**config.mk**
```make
export PLATFORM = sky130hd
export DESIGN_NAME = fsab_rr_scheduler
export DESIGN_NICKNAME = d
export VERILOG_FILES = /design/src/rtl/fsab_rr_scheduler.sv
export SDC_FILE = /design/constraint.sdc
export NUM_CORES = 1
export LEC_CHECK = 0
export CAP_MARGIN = 5
export CORE_ASPECT_RATIO = 2
export CORE_UTILIZATION = 30
export DETAILED_ROUTE_END_ITERATION = 8
export PLACE_DENSITY = 0.57
export SYNTH_ARGS = -nofsm -noshare
export SYNTH_HDL_FRONTEND = slang
export SYNTH_SLANG_ARGS = --single-unit
```
**constraint.sdc**
```tcl
create_clock -name clk -period 3.3 [get_ports clk]
set_input_delay 0.825 -clock clk [delete_from_list [all_inputs] [get_ports clk]]
set_output_delay 0.825 -clock clk [all_outputs]
set_load 0.02 [all_outputs]
```
**src/rtl/fsab_rr_scheduler.sv**
```systemverilog
// fsab_rr_scheduler: round-robin owner of the FSAB outbound request bus, holding each grant
// for a whole transaction and metering new grants against the outbound credit pool.
module fsab_rr_scheduler #(
  parameter int NREQ         = 4,
  parameter int LEN_W        = 4,
  parameter int CRED_W       = 4,
  parameter int INIT_CREDITS = 8
) (
  input  logic                      clk,
  input  logic                      Nrst,
  input  logic [NREQ-1:0]           req,
  input  logic [NREQ-1:0]           req_write,
  input  logic [NREQ*LEN_W-1:0]     req_lens,
  input  logic                      beat_valid,
  input  logic                      fsabo_credit,
  output logic [NREQ-1:0]           grant,
  output logic [NREQ-1:0]           grant_start,
  output logic [$clog2(NREQ)-1:0]   grant_idx,
  output logic                      busy,
  output logic [CRED_W-1:0]         credits
);
  localparam int IW = $clog2(NREQ);
  localparam logic [IW:0] NR = (IW+1)'(NREQ);
  localparam logic [CRED_W-1:0] CMAX = {CRED_W{1'b1}};
  typedef enum logic {IDLE, OWN} state_e;
  state_e            state_q, state_d;
  logic [NREQ-1:0]   grant_q, grant_d, start_q, start_d;
  logic [IW-1:0]     idx_q, idx_d, last_q, last_d, pick;
  logic              busy_q, busy_d, found, dec;
  logic [CRED_W-1:0] cred_q, cred_d;
  logic [LEN_W-1:0]  beats_q, beats_d, cnt_q, cnt_d, pick_len;
  logic [IW:0]       s;
  // Walk from farthest to nearest candidate so the nearest requester after last wins.
  always_comb begin
    found = 1'b0;
    pick  = last_q;
    s     = '0;
    for (int k = NREQ; k >= 1; k--) begin
      s = {1'b0, last_q} + (IW+1)'(k);
      s = (s >= NR) ? s - NR : s;
      if (req[s[IW-1:0]]) begin
        found = 1'b1;
        pick  = s[IW-1:0];
      end
    end
  end
  assign pick_len = req_lens[pick*LEN_W +: LEN_W];
  assign dec      = (state_q == IDLE) && found && (cred_q != '0);
  always_comb begin
    state_d = state_q;
    grant_d = grant_q;
    start_d = '0;
    idx_d   = idx_q;
    last_d  = last_q;
    busy_d  = busy_q;
    beats_d = beats_q;
    cnt_d   = cnt_q;
    if (dec) begin
      state_d = OWN;
      grant_d = NREQ'(1) << pick;
      start_d = NREQ'(1) << pick;
      idx_d   = pick;
      last_d  = pick;
      busy_d  = 1'b1;
      beats_d = (req_write[pick] && pick_len != '0) ? pick_len : LEN_W'(1);
      cnt_d   = '0;
    end else if (state_q == OWN && beat_valid) begin
      if (cnt_q + LEN_W'(1) == beats_q) begin
        state_d = IDLE;
        grant_d = '0;
        busy_d  = 1'b0;
        cnt_d   = '0;
      end else begin
        cnt_d = cnt_q + LEN_W'(1);
      end
    end
  end
  // A return on a full counter saturates; a simultaneous grant cancels the return.
  assign cred_d = (fsabo_credit && !dec && cred_q != CMAX) ? cred_q + CRED_W'(1) :
                  (!fsabo_credit && dec)                   ? cred_q - CRED_W'(1) : cred_q;
  always_ff @(posedge clk or negedge Nrst) begin
    if (!Nrst) begin
      state_q <= IDLE;
      grant_q <= '0;
      start_q <= '0;
      idx_q   <= '0;
      last_q  <= IW'(NREQ-1);
      busy_q  <= 1'b0;
      cred_q  <= CRED_W'(INIT_CREDITS);
      beats_q <= '0;
      cnt_q   <= '0;
    end else begin
      state_q <= state_d;
      grant_q <= grant_d;
      start_q <= start_d;
      idx_q   <= idx_d;
      last_q  <= last_d;
      busy_q  <= busy_d;
      cred_q  <= cred_d;
      beats_q <= beats_d;
      cnt_q   <= cnt_d;
    end
  end
  assign grant       = grant_q;
  assign grant_start = start_q;
  assign grant_idx   = idx_q;
  assign busy        = busy_q;
  assign credits     = cred_q;
  a_cred_ovf: assert property (@(posedge clk) disable iff (!Nrst)
    !(fsabo_credit && !dec && cred_q == CMAX));
  a_onehot: assert property (@(posedge clk) disable iff (!Nrst) $onehot0(grant_q));
endmodule

```
# ---- Word level (Yosys, flattened, before mapping)
# Cells that the tools add are included.
dict set report word_totals {
  register_bits 25
  output_inout_bits 15
}
dict set report op_classes {
  add_sub_neg 11
  order_cmp 9
  eq_ne 2
  n_shift 2
  n_mux 35
  bitwise_logic 1
  n_reduce_logical 15
}
# cell count
set ops {}
lappend ops {{$mux W4} 10}
lappend ops {{$mux W2} 8}
lappend ops {{$shiftx A16 B5 Y4} 1}
lappend ops {{$lt A2 B3 Y1 const B} 5}
lappend ops {{$ge A3 B3 Y1 const B} 4}
lappend ops {{$mux W1} 12}
lappend ops {{$bmux W1 S2} 5}
lappend ops {{$add A4 B1 Y4 const B} 2}
lappend ops {{$reduce_bool A4 Y1} 2}
lappend ops {{$sub A2 B1 Y2 const B} 4}
lappend ops {{$logic_and A1 B1 Y1} 7}
lappend ops {{$add A2 B2 Y3 const B} 2}
lappend ops {{$reduce_bool A2 Y1} 3}
lappend ops {{$eq A4 B4 Y1} 1}
lappend ops {{$ne A4 B4 Y1 const B} 1}
lappend ops {{$shl A1 B2 Y4 const A} 1}
lappend ops {{$sub A4 B1 Y4 const B} 1}
lappend ops {{$add A2 B1 Y3 const B} 1}
lappend ops {{$add A2 B3 Y3 const B} 1}
lappend ops {{$logic_not A1 Y1} 2}
lappend ops {{$reduce_and A2 Y1} 1}
lappend ops {{$not A1 Y1} 1}

# ---- Logic depth before layout (Yosys ltp)
dict set report logic_depth {
  depth_word 15
  depth_mapped 9
  depth_no_buf 9
}

# ---- Worst setup path after synthesis
# No wires, ideal clock.
dict set report synth_timing {
  path_kind {input to register}
  start {input req[2]}
  end {register cred_q[3] (netlist: credits[3])}
  setup_time_ns 0.075
  t_arrival_ns 2.480
  required_ns 3.225
  setup_slack_ns 0.746
  path_stages 9
  path_cell_list {nor2_1 -> a21oi_1 -> a31oi_1 -> o21ai_1 -> ha_1 -> a21o_1 -> a21oi_1 -> mux2i_1 -> xor2_1}
}
dict set report synth_between {
  elab_chain_cells 12
}
# element line
set synth_lines {}
lappend synth_lines {{start, declared} 11} ;# input logic [NREQ-1:0] req,
lappend synth_lines {{$bmux W1 S2} 41} ;# if (req[s[IW-1:0]]) begin
lappend synth_lines {{$mux W1 (not written as such)} 41}
lappend synth_lines {{$mux W1 (3 in a row)} 41}
lappend synth_lines {{$mux W1 *} 41}
lappend synth_lines {{$logic_and A1 B1 Y1 * (2 in a row)} 48} ;# assign dec = (state_q == IDLE) && found && (cred_q != '0);
lappend synth_lines {{$logic_not A1 Y1} 79} ;# assign cred_d = (fsabo_credit && !dec && cred_q != CMAX) ? cred_q + CRED_W'(1) :
lappend synth_lines {{$logic_and A1 B1 Y1 (2 in a row)} 79}
lappend synth_lines {{$mux W4 or $reduce_bool A2 Y1 (tied branches)} --}
lappend synth_lines {{end signal, assigned} 89} ;# cred_q <= CRED_W'(INIT_CREDITS);
lappend synth_lines {{end signal, assigned} 99} ;# cred_q <= cred_d;
lappend synth_lines {{end, declared} 30} ;# logic [CRED_W-1:0] cred_q, cred_d;
# Every way passes the cells marked *; elsewhere a longest branch is shown, timed or not. The select of a mux whose other input is x is not followed.
# A chain may end at the register's enable or synchronous reset.

# ---- Worst setup path in the final report
dict set report layout_timing {
  start {input req[0]}
  end {register cred_q[3] (netlist: credits[3])}
}
# Same word-level chain as after synthesis.

==> key figures <==
Die
  • Die height: roughly 100 um
  • I/O Pins: 43
  • Core area: roughly 0.0047 mm2
  • Die ar.: between 0.005 and 0.006 mm2
  • FP Rows: 35
  • Starting Density: 31.6%
  • Die width: approximately 52 um

STA
  • Final worst slack: approximately 230 ps
  • Slew @ Worst Pin: 637 ps
  • Slew Limit Fails: 0
  • Fin crit share: roughly 93%
  • Min cycle time layout: a little over 3000 ps
  • FMAX: 0.326 GHz
  • Fin. Hold Viols: 0
  • Final setup violation count: 0
  • Worst slew margin: 57.5%
  • Clock Skews: approximately 4 ps
  • Setup tns final: 0 ps
  • RSZ-0062 raised after global routing: false

Logic synthesis
  • Post-synthesis sequential area ratio: about 43%
  • Top post-synthesis cells by area: dfrtp_1 (37%), dfstp_2 (5.3%), nand3_1 (4.4%), o41ai_2 (3.3%), o21ai_0 (3.0%)
  • Synth cell count leaders: dfrtp_1 (22), nand3_1 (13), nand2_1 (10), o21ai_0 (9)
  • Cell taking the most area after synthesis: dfrtp_1
  • Count leader, synth: dfrtp_1
  • Post-synth top area share: between 30% and 40%
  • EDFF count, synth: 0
  • Gate Count Post-Synth: approximately 150
  • Fraction of registers with async set/reset: 100%
  • Synth Register Bits: 25
  • Syn_area_per_cell: just over 10 um2
  • Syn Std Cell Area: roughly 0.0015 mm2
  • Distinct cells, synth: between 40 and 50
  • Syn Nets: 177
  • Synthesis warning total: 0
  • Ys flop type: dfrtp_1

Final layout
  • Final std cells w/o fill: roughly 250
  • # fillers: 469
  • Layout Nets: roughly 220
  • Multi-input gate area: 820 um2
  • Ant diodes: 0
  • Area Overhead vs Synth: 36.0%
  • Share of cells above drive strength 1: around a tenth
  • Final Instance Area: 0.00201 mm2
  • Reg area: 629 um2

Pwr
  • Sequential power share: between 30 and 40%
  • Clk pwr share: between 10 and 15%
  • Pint: between 1 and 1.5 mW
  • Power Dens Cells: ~880 mW/mm2
  • Switch Pwr: around 0.78 mW
  • P_leak: 0.878 nW
  • Worst vdd ir: around 0.00054 V
  • Logic pwr share: 57.4%
  • Sw frac: a little over two fifths

Global routing
  • Global-route wire length before repair: about 6.4 mm
  • GRT Residual Overflow: 0
  • Vias in the first global route: about 1,400
  • Initial antenna violation count: 0
  • Largest net degree at the start of global routing: 26
  • Gr usage total: 16.2%

Placement
  • Gpl congestion: 0.754
  • Dpl cell area: around 0.002 mm2
  • Post-detail-place hpwl: around 3.1 mm
  • Dpl cells: about 240
  • DP Worst Slack: -93.7 ps
  • Number of I/O port buffers: 42

Clock tree
  • # Post-CTS Setup Buffers: 0
  • Root Buffer Master: clkbuf_8
  • CTS Hold Buffers Added: 0
  • CTS buffer count: 3
  • CTS tree: done
  • Maximum buffer depth of the clock tree: 2
  • H-tree depth: 1
  • Clock-pin slew on the worst setup and hold paths: ~90 ps
  • Total clock sinks: 25
  • Worst-Skew Late Latency: between 200 and 300 ps
  • Post-CTS resize count: 0

Setup path
  • Startpoint types: input pin
  • Crit path DAT: approximately 3300 ps
  • Setup crit end kind: register
  • CP Class: input pin to register
  • Required @ worst endpoint: ~3500 ps
  • Crit-path max FO: 5

Flow run
  • Max_cap viols: 0

Drt
  • DRT Pass-1 Iters: 4
  • Initial DRC Count: 21
  • Wire per inst: ~16 um
  • Vias per cell: 5.40
  • Via count: between 1,000 and 1,500
  • Antenna viol nets, final: 0
  • Drt drc: 0
  • DRT Wirelength: about 3.9 mm

Min path
  • Worst Hold Class: register to register

Status
  • Outcome: complete, no violations
## per-stage QoR
stage               hold slack [ps]  util [%]  power (mW)
floorplan                       469         -        1.26
global placement                466      41.9        1.58
detailed placement              465      41.9        1.62
CTS                             486      43.0        1.81
global route                    516      43.0        1.93
finish                          482      43.0        1.78
## worst paths after layout
kind,from,to,slack (ps),depth (start not counted)
setup reg to reg,credits[0]$_DFFE_PN0P_,credits[3]$_DFFE_PN1P_,870,8
min in group asynchronous,Nrst,grant[3]$_DFFE_PN0P_,910,2
max in group asynchronous,Nrst,last_q[1]$_DFFE_PN1P_,2090,2
hold / removal,grant[0]$_DFFE_PN0P_,grant[0]$_DFFE_PN0P_,480,1
setup / recovery,req[0],credits[3]$_DFFE_PN1P_,230,10
hold reg to reg,grant[0]$_DFFE_PN0P_,grant[0]$_DFFE_PN0P_,480,1
## cell usage in the layout, fill, tap and decap left out, types with 2 or more instances in the layout
| cell | count |
|---|---|
| and2_1 | 2 |
| nand2b_1 | 4 |
| nand2_1 | 10 |
| clkdlybuf4s50_1 | 42 |
| dfrtp_1 | 22 |
| nand3_1 | 13 |
| and3_1 | 7 |
| o21ai_1 | 5 |
| mux2_1 | 2 |
| dfstp_2 | 3 |
| a21oi_1 | 7 |
| nor3_1 | 2 |
| clkbuf_8 | 3 |
| buf_4 | 3 |
| nor2_1 | 7 |
| ha_1 | 3 |
| a21o_1 | 6 |
| o21ai_0 | 9 |
| mux2i_1 | 3 |
| o31ai_1 | 3 |
| xor2_1 | 4 |
| a31oi_1 | 3 |
| xnor2_1 | 5 |
| o41ai_2 | 3 |
| nor4b_1 | 2 |
| o21ba_1 | 2 |
## logic make-up after synthesis
kind of cell | share of synthesized area [%]
buffers and inverters | 2.11
XOR/XNOR | 5.33
AND/OR/NAND/NOR | 20.1
multiplexers | 4.56
flip-flops | 42.5
AO/OA/AOI/OAI | 21.5
adder cells (fa/ha/maj) | 3.89
## per-layer routing
metal	GRT usage, %	wire, um
met1	16.8	1340
met2	32.2	2340
met3	1.95	134
met4	4.78	39
met5	0	0
## flip-flops by register name, summed over array words and instances, names as in the netlist
signal,cells
grant,4
beats_q,4
credits,4
grant_idx,2
cnt_q,4
grant_start,4
busy,1
last_q,2
## power by group through the flow
stage	Clock, mW	Combinational, mW	Sequential (mW)
6_report	0.181	1.02	0.577
2_1_floorplan	0	0.627	0.631
3_5_place_dp	0	1.03	0.585
3_3_place_gp	0	1.00	0.579
4_1_cts	0.188	1.04	0.581
5_1_grt	0.201	1.13	0.599
## critical path, stage by stage
cell             delay [ps]
clkdlybuf4s50_1         510
nor2_1                  110
a21oi_1                 260
a21oi_1                 100
o21ai_1                 320
ha_1                    310
a21o_1                  180
a21oi_1                 180
mux2i_1                 260
xor2_1                  190
## area by class of cell
type | instances | share of cell area, %
sequential | 25 | 31.3
tap | 55 | 3.42
clock buffer | 3 | 2.05
clock inverter | 1 | 0.373
timing repair buffer | 45 | 22.0
multi-input combinational | 115 | 40.7
inverter | 1 | 0.186
Note: power is estimated with default switching activity, not from simulation.
